--- src/rtl/pipe_stage_latch.sv ---
// Pipeline stage register with a valid/ready handshake, flush-to-bubble, an optional
// 2-entry skid buffer and a saturating back-pressure counter.
module pipe_stage_latch #(
    parameter int CTRL_W      = 8,
    parameter int DATA_W      = 160,
    parameter int SKID        = 1,
    parameter int STALL_CNT_W = 16
) (
    input  logic                   clk,
    input  logic                   rst_n,
    input  logic                   flush_i,
    input  logic                   in_valid_i,
    output logic                   in_ready_o,
    input  logic [CTRL_W-1:0]      in_ctrl_i,
    input  logic [DATA_W-1:0]      in_data_i,
    output logic                   out_valid_o,
    input  logic                   out_ready_i,
    output logic [CTRL_W-1:0]      out_ctrl_o,
    output logic [DATA_W-1:0]      out_data_o,
    output logic [STALL_CNT_W-1:0] stall_cnt_o
);

    logic                   main_vld_q, main_vld_d;
    logic [CTRL_W-1:0]      main_ctrl_q, main_ctrl_d;
    logic [DATA_W-1:0]      main_data_q, main_data_d;
    logic                   skid_vld_q, skid_vld_d;
    logic [CTRL_W-1:0]      skid_ctrl_q, skid_ctrl_d;
    logic [DATA_W-1:0]      skid_data_q, skid_data_d;
    logic [STALL_CNT_W-1:0] stall_q, stall_d;
    logic                   accept, consume;

    // With the skid buffer, ready depends only on a flop (skid occupancy), so the
    // downstream stall never ripples combinationally to upstream.
    assign in_ready_o  = rst_n & ((SKID != 0) ? ~skid_vld_q : (~main_vld_q | out_ready_i));
    assign accept      = in_valid_i & in_ready_o & ~flush_i;
    assign consume     = main_vld_q & out_ready_i;

    assign out_valid_o = main_vld_q;
    assign out_ctrl_o  = main_ctrl_q & {CTRL_W{main_vld_q}};
    assign out_data_o  = main_data_q;
    assign stall_cnt_o = stall_q;

    always_comb begin
        main_vld_d  = main_vld_q;
        main_ctrl_d = main_ctrl_q;
        main_data_d = main_data_q;
        skid_vld_d  = skid_vld_q;
        skid_ctrl_d = skid_ctrl_q;
        skid_data_d = skid_data_q;
        stall_d     = stall_q;

        if (flush_i) begin
            main_vld_d = 1'b0;
            skid_vld_d = 1'b0;
        end else if (skid_vld_q) begin
            if (consume) begin
                main_ctrl_d = skid_ctrl_q;
                main_data_d = skid_data_q;
                skid_vld_d  = 1'b0;
            end
        end else if (accept && main_vld_q && !consume) begin
            // Only reachable with SKID=1: main is blocked, park the beat in the skid slot.
            skid_ctrl_d = in_ctrl_i;
            skid_data_d = in_data_i;
            skid_vld_d  = 1'b1;
        end else if (accept) begin
            main_ctrl_d = in_ctrl_i;
            main_data_d = in_data_i;
            main_vld_d  = 1'b1;
        end else if (consume) begin
            main_vld_d = 1'b0;
        end

        if (main_vld_q && !out_ready_i && !(&stall_q))
            stall_d = stall_q + 1'b1;
    end

    always_ff @(posedge clk) begin
        if (!rst_n) begin
            main_vld_q  <= 1'b0;
            main_ctrl_q <= '0;
            main_data_q <= '0;
            skid_vld_q  <= 1'b0;
            skid_ctrl_q <= '0;
            skid_data_q <= '0;
            stall_q     <= '0;
        end else begin
            main_vld_q  <= main_vld_d;
            main_ctrl_q <= main_ctrl_d;
            main_data_q <= main_data_d;
            skid_vld_q  <= skid_vld_d;
            skid_ctrl_q <= skid_ctrl_d;
            skid_data_q <= skid_data_d;
            stall_q     <= stall_d;
        end
    end

endmodule

--- config.mk ---
export PLATFORM = sky130hd
export DESIGN_NAME = pipe_stage_latch
export DESIGN_NICKNAME = d
export VERILOG_FILES = /design/src/rtl/pipe_stage_latch.sv
export SDC_FILE = /design/constraint.sdc
export NUM_CORES = 1
export LEC_CHECK = 0
export CAP_MARGIN = 40
export CORE_AREA = 2 2 338 173
export CTS_CLUSTER_DIAMETER = 200
export DETAILED_ROUTE_END_ITERATION = 8
export DIE_AREA = 0 0 340 175
export DONT_BUFFER_PORTS = 1
export PLACE_DENSITY = 0.44
export SLEW_MARGIN = 20
export SYNTH_ARGS = -nofsm -noshare
export SYNTH_HDL_FRONTEND = slang
export SYNTH_SLANG_ARGS = --single-unit
--- constraint.sdc ---
create_clock -name clk -period 1.5 [get_ports clk]
set_input_delay 0.15 -clock clk [delete_from_list [all_inputs] [get_ports clk]]
set_output_delay 0.15 -clock clk [all_outputs]
set_load 0.02 [all_outputs]
# --- After elaboration in Yosys (flattened, before gate mapping) ---
# Cells that the tools add are included.
totals:
  ff_bits: 354
  input_bits: 173
  output_inout_bits: 186
  wordCells: 46
op_classes:
  muxes: 13
  eq_ne: 2
  n_reduce_logical: 14
  bitwise: 9
  add_sub_neg: 1
op_table:
  columns: ["op", "count"]
  rows:
  - ["$mux W160", 4]
  - ["$mux W8", 4]
  - ["$add A16 B1 Y16 const B", 1]
  - ["$reduce_and A16 Y1", 1]
  - ["$and A8 B8 Y8", 1]
  - ["$reduce_and A3 Y1", 2]
  - ["$mux W1", 5]
  - ["$and A1 B1 Y1", 4]
  - ["$logic_and A1 B1 Y1", 4]
  - ["$not A1 Y1", 4]
  - ["$reduce_and A4 Y1", 1]
  - ["$reduce_bool A2 Y1", 2]
  - ["$logic_not A1 Y1", 3]
  - ["$ne A2 B1 Y1 const B", 1]
  - ["$ne A2 B2 Y1 const B", 1]
  - ["$reduce_or A2 Y1", 1]

# --- Depth between registers and ports, before layout ---
logic_depth:
  depth_word: 8
  depth_mapped: 8
  ltp_nobuf: 5

# --- Worst setup path before layout ---
# OpenSTA, ideal clock, no wires.
synth_path:
  path_type: "register to register"
  from: "register main_vld_q (netlist: out_valid_o)"
  to: "register skid_ctrl_q[0]"
  synth_period_minus_slack_ps: 1842
  setup_ps: 132
  path_slack_ps: -342
  arrival_time_ps: 1710
  stages_incl_launch_ff: 9
  path_buffers: 4
  cell_sequence: "dfxtp_1 > buf_2 > nand2b_1 > or3_1 > clkbuf_1 > buf_2 > clkbuf_1 > nand2_1 > a21oi_1"
synth_via:
  elab_chain_len: 4
  elab_cells_between_ends: 5
  cone_classes: "1 x bitwise; 4 x reduce/logical"
synth_lines:
  columns: ["item", "line_no", "text"]
  rows:
  - ["start, declared", "23", "logic main_vld_q, main_vld_d;"]
  - ["start signal, assigned", "88", "main_vld_q <= main_vld_d;"]
  - ["$and A1 B1 Y1", "36", "assign consume = main_vld_q & out_ready_i;"]
  - ["$logic_not A1 Y1", "61", "end else if (accept && main_vld_q && !consume) begin"]
  - ["$logic_and A1 B1 Y1 *", "61", null]
  - ["$reduce_and A3 Y1 (no line) *", null, null]
  - ["end signal, assigned", "92", "skid_ctrl_q <= skid_ctrl_d;"]
  - ["end, declared", "27", "logic [CTRL_W-1:0] skid_ctrl_q, skid_ctrl_d;"]
# Mark *: on every way between the ends. The rest lies on a longest branch, timed or not.
# A chain may end at the register's enable or synchronous reset.

# --- Final worst setup path ---
layout_path:
  from: "register skid_vld_q"
  to: "register skid_data_q[39]"
layout_via:
  elab_chain_len: 7
layout_lines:
  columns: ["item", "line_no", "text"]
  rows:
  - ["start, declared", "26", "logic skid_vld_q, skid_vld_d;"]
  - ["start signal, assigned", "91", "skid_vld_q <= skid_vld_d;"]
  - ["$not A1 Y1 (no line) *", null, null]
  - ["$and A1 B1 Y1", "34", "assign in_ready_o = rst_n & ((SKID != 0) ? ~skid_vld_q : (~main_vld_q | out_ready_i));"]
  - ["$and A1 B1 Y1 (2 in a row)", "35", "assign accept = in_valid_i & in_ready_o & ~flush_i;"]
  - ["$logic_and A1 B1 Y1 (2 in a row)", "61", null]
  - ["$reduce_and A3 Y1 (no line) *", null, null]
  - ["end signal, assigned", "93", "skid_data_q <= skid_data_d;"]
  - ["end, declared", "28", "logic [DATA_W-1:0] skid_data_q, skid_data_d;"]
# Marked as above.

==> summary.md <==
| Metric | Value |
|---|---|
| Status | finished, violations left |
| Failing checks | setup timing |
| Slew Limit Fails | 0 |
| WS Path Type | reg -> reg |
| Floorplan row count | 62 |
| Critical path's top delay family | simple AND/OR/NAND/NOR gates |
| IO buf count | 0 |
| FILL cells | 5,532 |
| Final WS setup | -0.2889 ns |
| Synthesized area | ~0.014 sq mm |
| Clk_lat worst skew | 0.54 ns |
| Post-synth EDFFs | 0 |
| Sink Count | 354 |
| Placed insts | 2,312 |
| Htree depth | 2 |
| Crit end category | flop |
| LEAKAGE | 6.913 nW |
| Synth-to-Final Area Change | 51.95% |
| Largest net degree at the start of global routing | 65 |
| CP max FO | 6 |
| Worst endpoint required time | 1.92 ns |
| Setup Skew | 0.02309 ns |
| Most used cell, CP | clkbuf_16 |
| Die footprint | 0.05950 sq mm |
| Most frequent cells in the layout | dfxtp_1 (338), nand2_1 (254), dlygate4sd3_1 (177) |
| Hold path start | rst_n |
| Ratio of cells with drive above 1 in the final layout | 24.65% |
| VDD IR max | about 0.60 mV |
| Antenna viol nets, final | 0 |
| Vias in the first global route | 11.65k |
| Global-route wire length before repair | 72.21 mm |
| CP max stage cell | or3_4 |
| Overall Global Routing Usage | between 10% and 20% |
| Multi-input gate area | 0.007353 sq mm |
| Commonest non-fill, non-tap cell in the layout | dfxtp_1 |
| Syn Inst Count | 1,594 |
| Die Wd | 340 um |
| Final Wtd Congestion | 0.7526 |
| Non-filler cells, final | 2,632 |
| Drt pass-1 iters | 5 |
| Worst hold path class | in -> reg |
| Crit-path cells | nand2b_4, buf_6, or3_4, clkbuf_16, clkbuf_16, nand2_2, a21oi_1 |
| Post-synth ARST share | 0% |
| Main synth FF type | dfxtp_1 |
| Min Clock Period, post-route | 1.789 ns |
| Gr ovfl total | 0 |
| Vias | 12.67k |
| Post-Route WL | approximately 56 mm |
| Seq/Total Area, Yosys | just over 50% |
| Nets | 2,013 |
| Fmax | 0.5590 GHz |
| Slew headroom | about 65% |
| Initial Util | 24.70% |
| Yosys cell types | 34 |
| Mapped Nets | ~1.8k |
| Max-Cap Viols | 0 |
| RSZ-0062 raised after global routing | true |
| Clk buf depth | 3 |
| Final HPWL DP | 29.55 mm |
| Slowest stage delay, CP | 0.49 ns |
| Setup violations, final | 359 |
| Die Ht | 175 um |
| Reg area | 0.007127 sq mm |
| CTS tree | yes |
| DR DRC count | 0 |
| Pwr Density | 1025 mW/mm^2 |
| Final period util | 119.3% |
| Measured slew at the worst slew-check pin | ~0.52 ns |
| Synthesized area per cell | between 8 and 9 sq um |
| Inserted Clock Buffers | 36 |
| CTS Root Cell | clkbuf_16 |
| Crit path DAT | approximately 2.2 ns |
| Routed wire per std cell | roughly 21 um |
| Io pins | between 300 and 400 |
| Clock Pin Slew Worst Setup and Hold Paths | 0.07 ns |
| Ys Warns | 0 |
| Synthesized flop and latch total | 354 |
| Final-report hold violation count | 0 |
| Core area | 0.05655 sq mm |
| Crit path from | skid_vld_q |
| Initial antenna violation count | 3 |
| Vias/cell | approximately 4.8 |
| WP buf/inv | 3 |
| Final Core Density | 37.53% |
| FF-to-FF Start | skid_vld_q |
| 1st-iter DRT viols | 731 |
| CP Launch Type | flop |
[worst reg2reg max path, delay by kind of cell (launching register included)]
family / cells / cell delay [ns]
AND/OR/NAND/NOR: 3 / 0.71
buffers and inverters: 3 / 0.53
flip-flops: 1 / 0.37
AO/OA/AOI/OAI: 1 / 0.06
[final timing paths]
kind                           end  slack (ns)  depth (start not counted)
hold reg to reg     skid_data_q[4]        0.45                          2
setup / recovery   skid_data_q[39]       -0.29                          7
setup reg to reg   skid_data_q[39]       -0.29                          7
hold / removal    skid_data_q[107]        0.05                          3
[stage by stage]
step | cell area [sq um] | total power [mW] | TNS, ns | hold slack (ns) | setup slack (ns)
detailed placement | 15360 | 11.51 | -52.58 | 0.2557 | -0.2793
CTS | 19090 | 21.86 | -50.44 | 0.02583 | -0.2007
global placement | 15360 | 11.49 | -40.56 | 0.2600 | -0.2156
global route | 21220 | 22.58 | -91.08 | 0.03653 | -0.3371
finish | 21220 | 21.75 | -67.52 | 0.05001 | -0.2889
floorplan | 14340 | 11.16 | -25.43 | 0.2501 | -0.1229
[per-layer routing]
| layer | share of wire, % | GRT usage (%) | up-vias |
|---|---|---|---|
| li1 | - | - | 6014 |
| met5 | 0 | 0 | - |
| met2 | 42 | 23.14 | 360 |
| met3 | 6.2 | 4.199 | 65 |
| met4 | 1.5 | 3.060 | 0 |
| met1 | 51 | 21.97 | 6235 |
[kinds of logic (layout without fill, tap and decap cells)]
kind of cell / count (synthesis) / after routing / synth area share (%)
buffers and inverters: 141 / 408 / 4.381
AND/OR/NAND/NOR: 561 / 562 / 15.95
flip-flops: 354 / 354 / 50.74
adder cells (fa/ha/maj): 1 / 1 / 0.08957
AO/OA/AOI/OAI: 365 / 365 / 16.52
other: 0 / 2 / 0
multiplexers: 172 / 172 / 12.33
[flip-flops by register name, summed over array words and instances, names as in the netlist]
register and cells:
stall_cnt_o 16, skid_data_q 160, skid_ctrl_q 8, out_valid_o 1, main_ctrl_q 8, skid_vld_q 1
out_data_o 160
[where the power goes]
group          internal (mW)  leakage, nW  switching, mW  total (mW)
clock network           5.61        0.605           3.96        9.57
logic                  0.967         3.42          0.990        1.96
registers               9.67         2.88          0.557        10.2
[cell usage after synthesis, types with 5 or more instances]
library cell | n | area (sq um)
dfxtp_1 | 354 | 7087
nand2_1 | 345 | 1295
a21oi_1 | 178 | 890.9
nor2_1 | 173 | 649.4
mux2i_1 | 172 | 1722
a211oi_1 | 169 | 1269
buf_2 | 63 | 315.3
clkbuf_1 | 61 | 229.0
buf_1 | 10 | 37.54
and2_1 | 8 | 50.05
nand2b_1 | 7 | 43.79
inv_1 | 6 | 22.52
nor4_1 | 5 | 31.28
o31ai_1 | 5 | 37.54
[area by class of cell]
class | instances | area share (%)
multi-input cells | 1100 | 34.65
flip-flops and latches | 354 | 33.58
repair buffers | 341 | 21.31
clock buffers | 53 | 5.212
well taps | 768 | 4.528
clock inverters | 8 | 0.5542
inverters | 6 | 0.1415
diodes | 2 | 0.02358
[what timing repair did]
action	4_1_cts	5_1_grt
gates cloned	12	41
setup buffers	8	16
endpoints found under the setup margin	358	359
endpoints found under the hold margin	345	0
hold buffers	179	0
pin swaps	20	60
gates resized for setup	68	278
No activity file was read; power rests on OpenSTA's default activity.
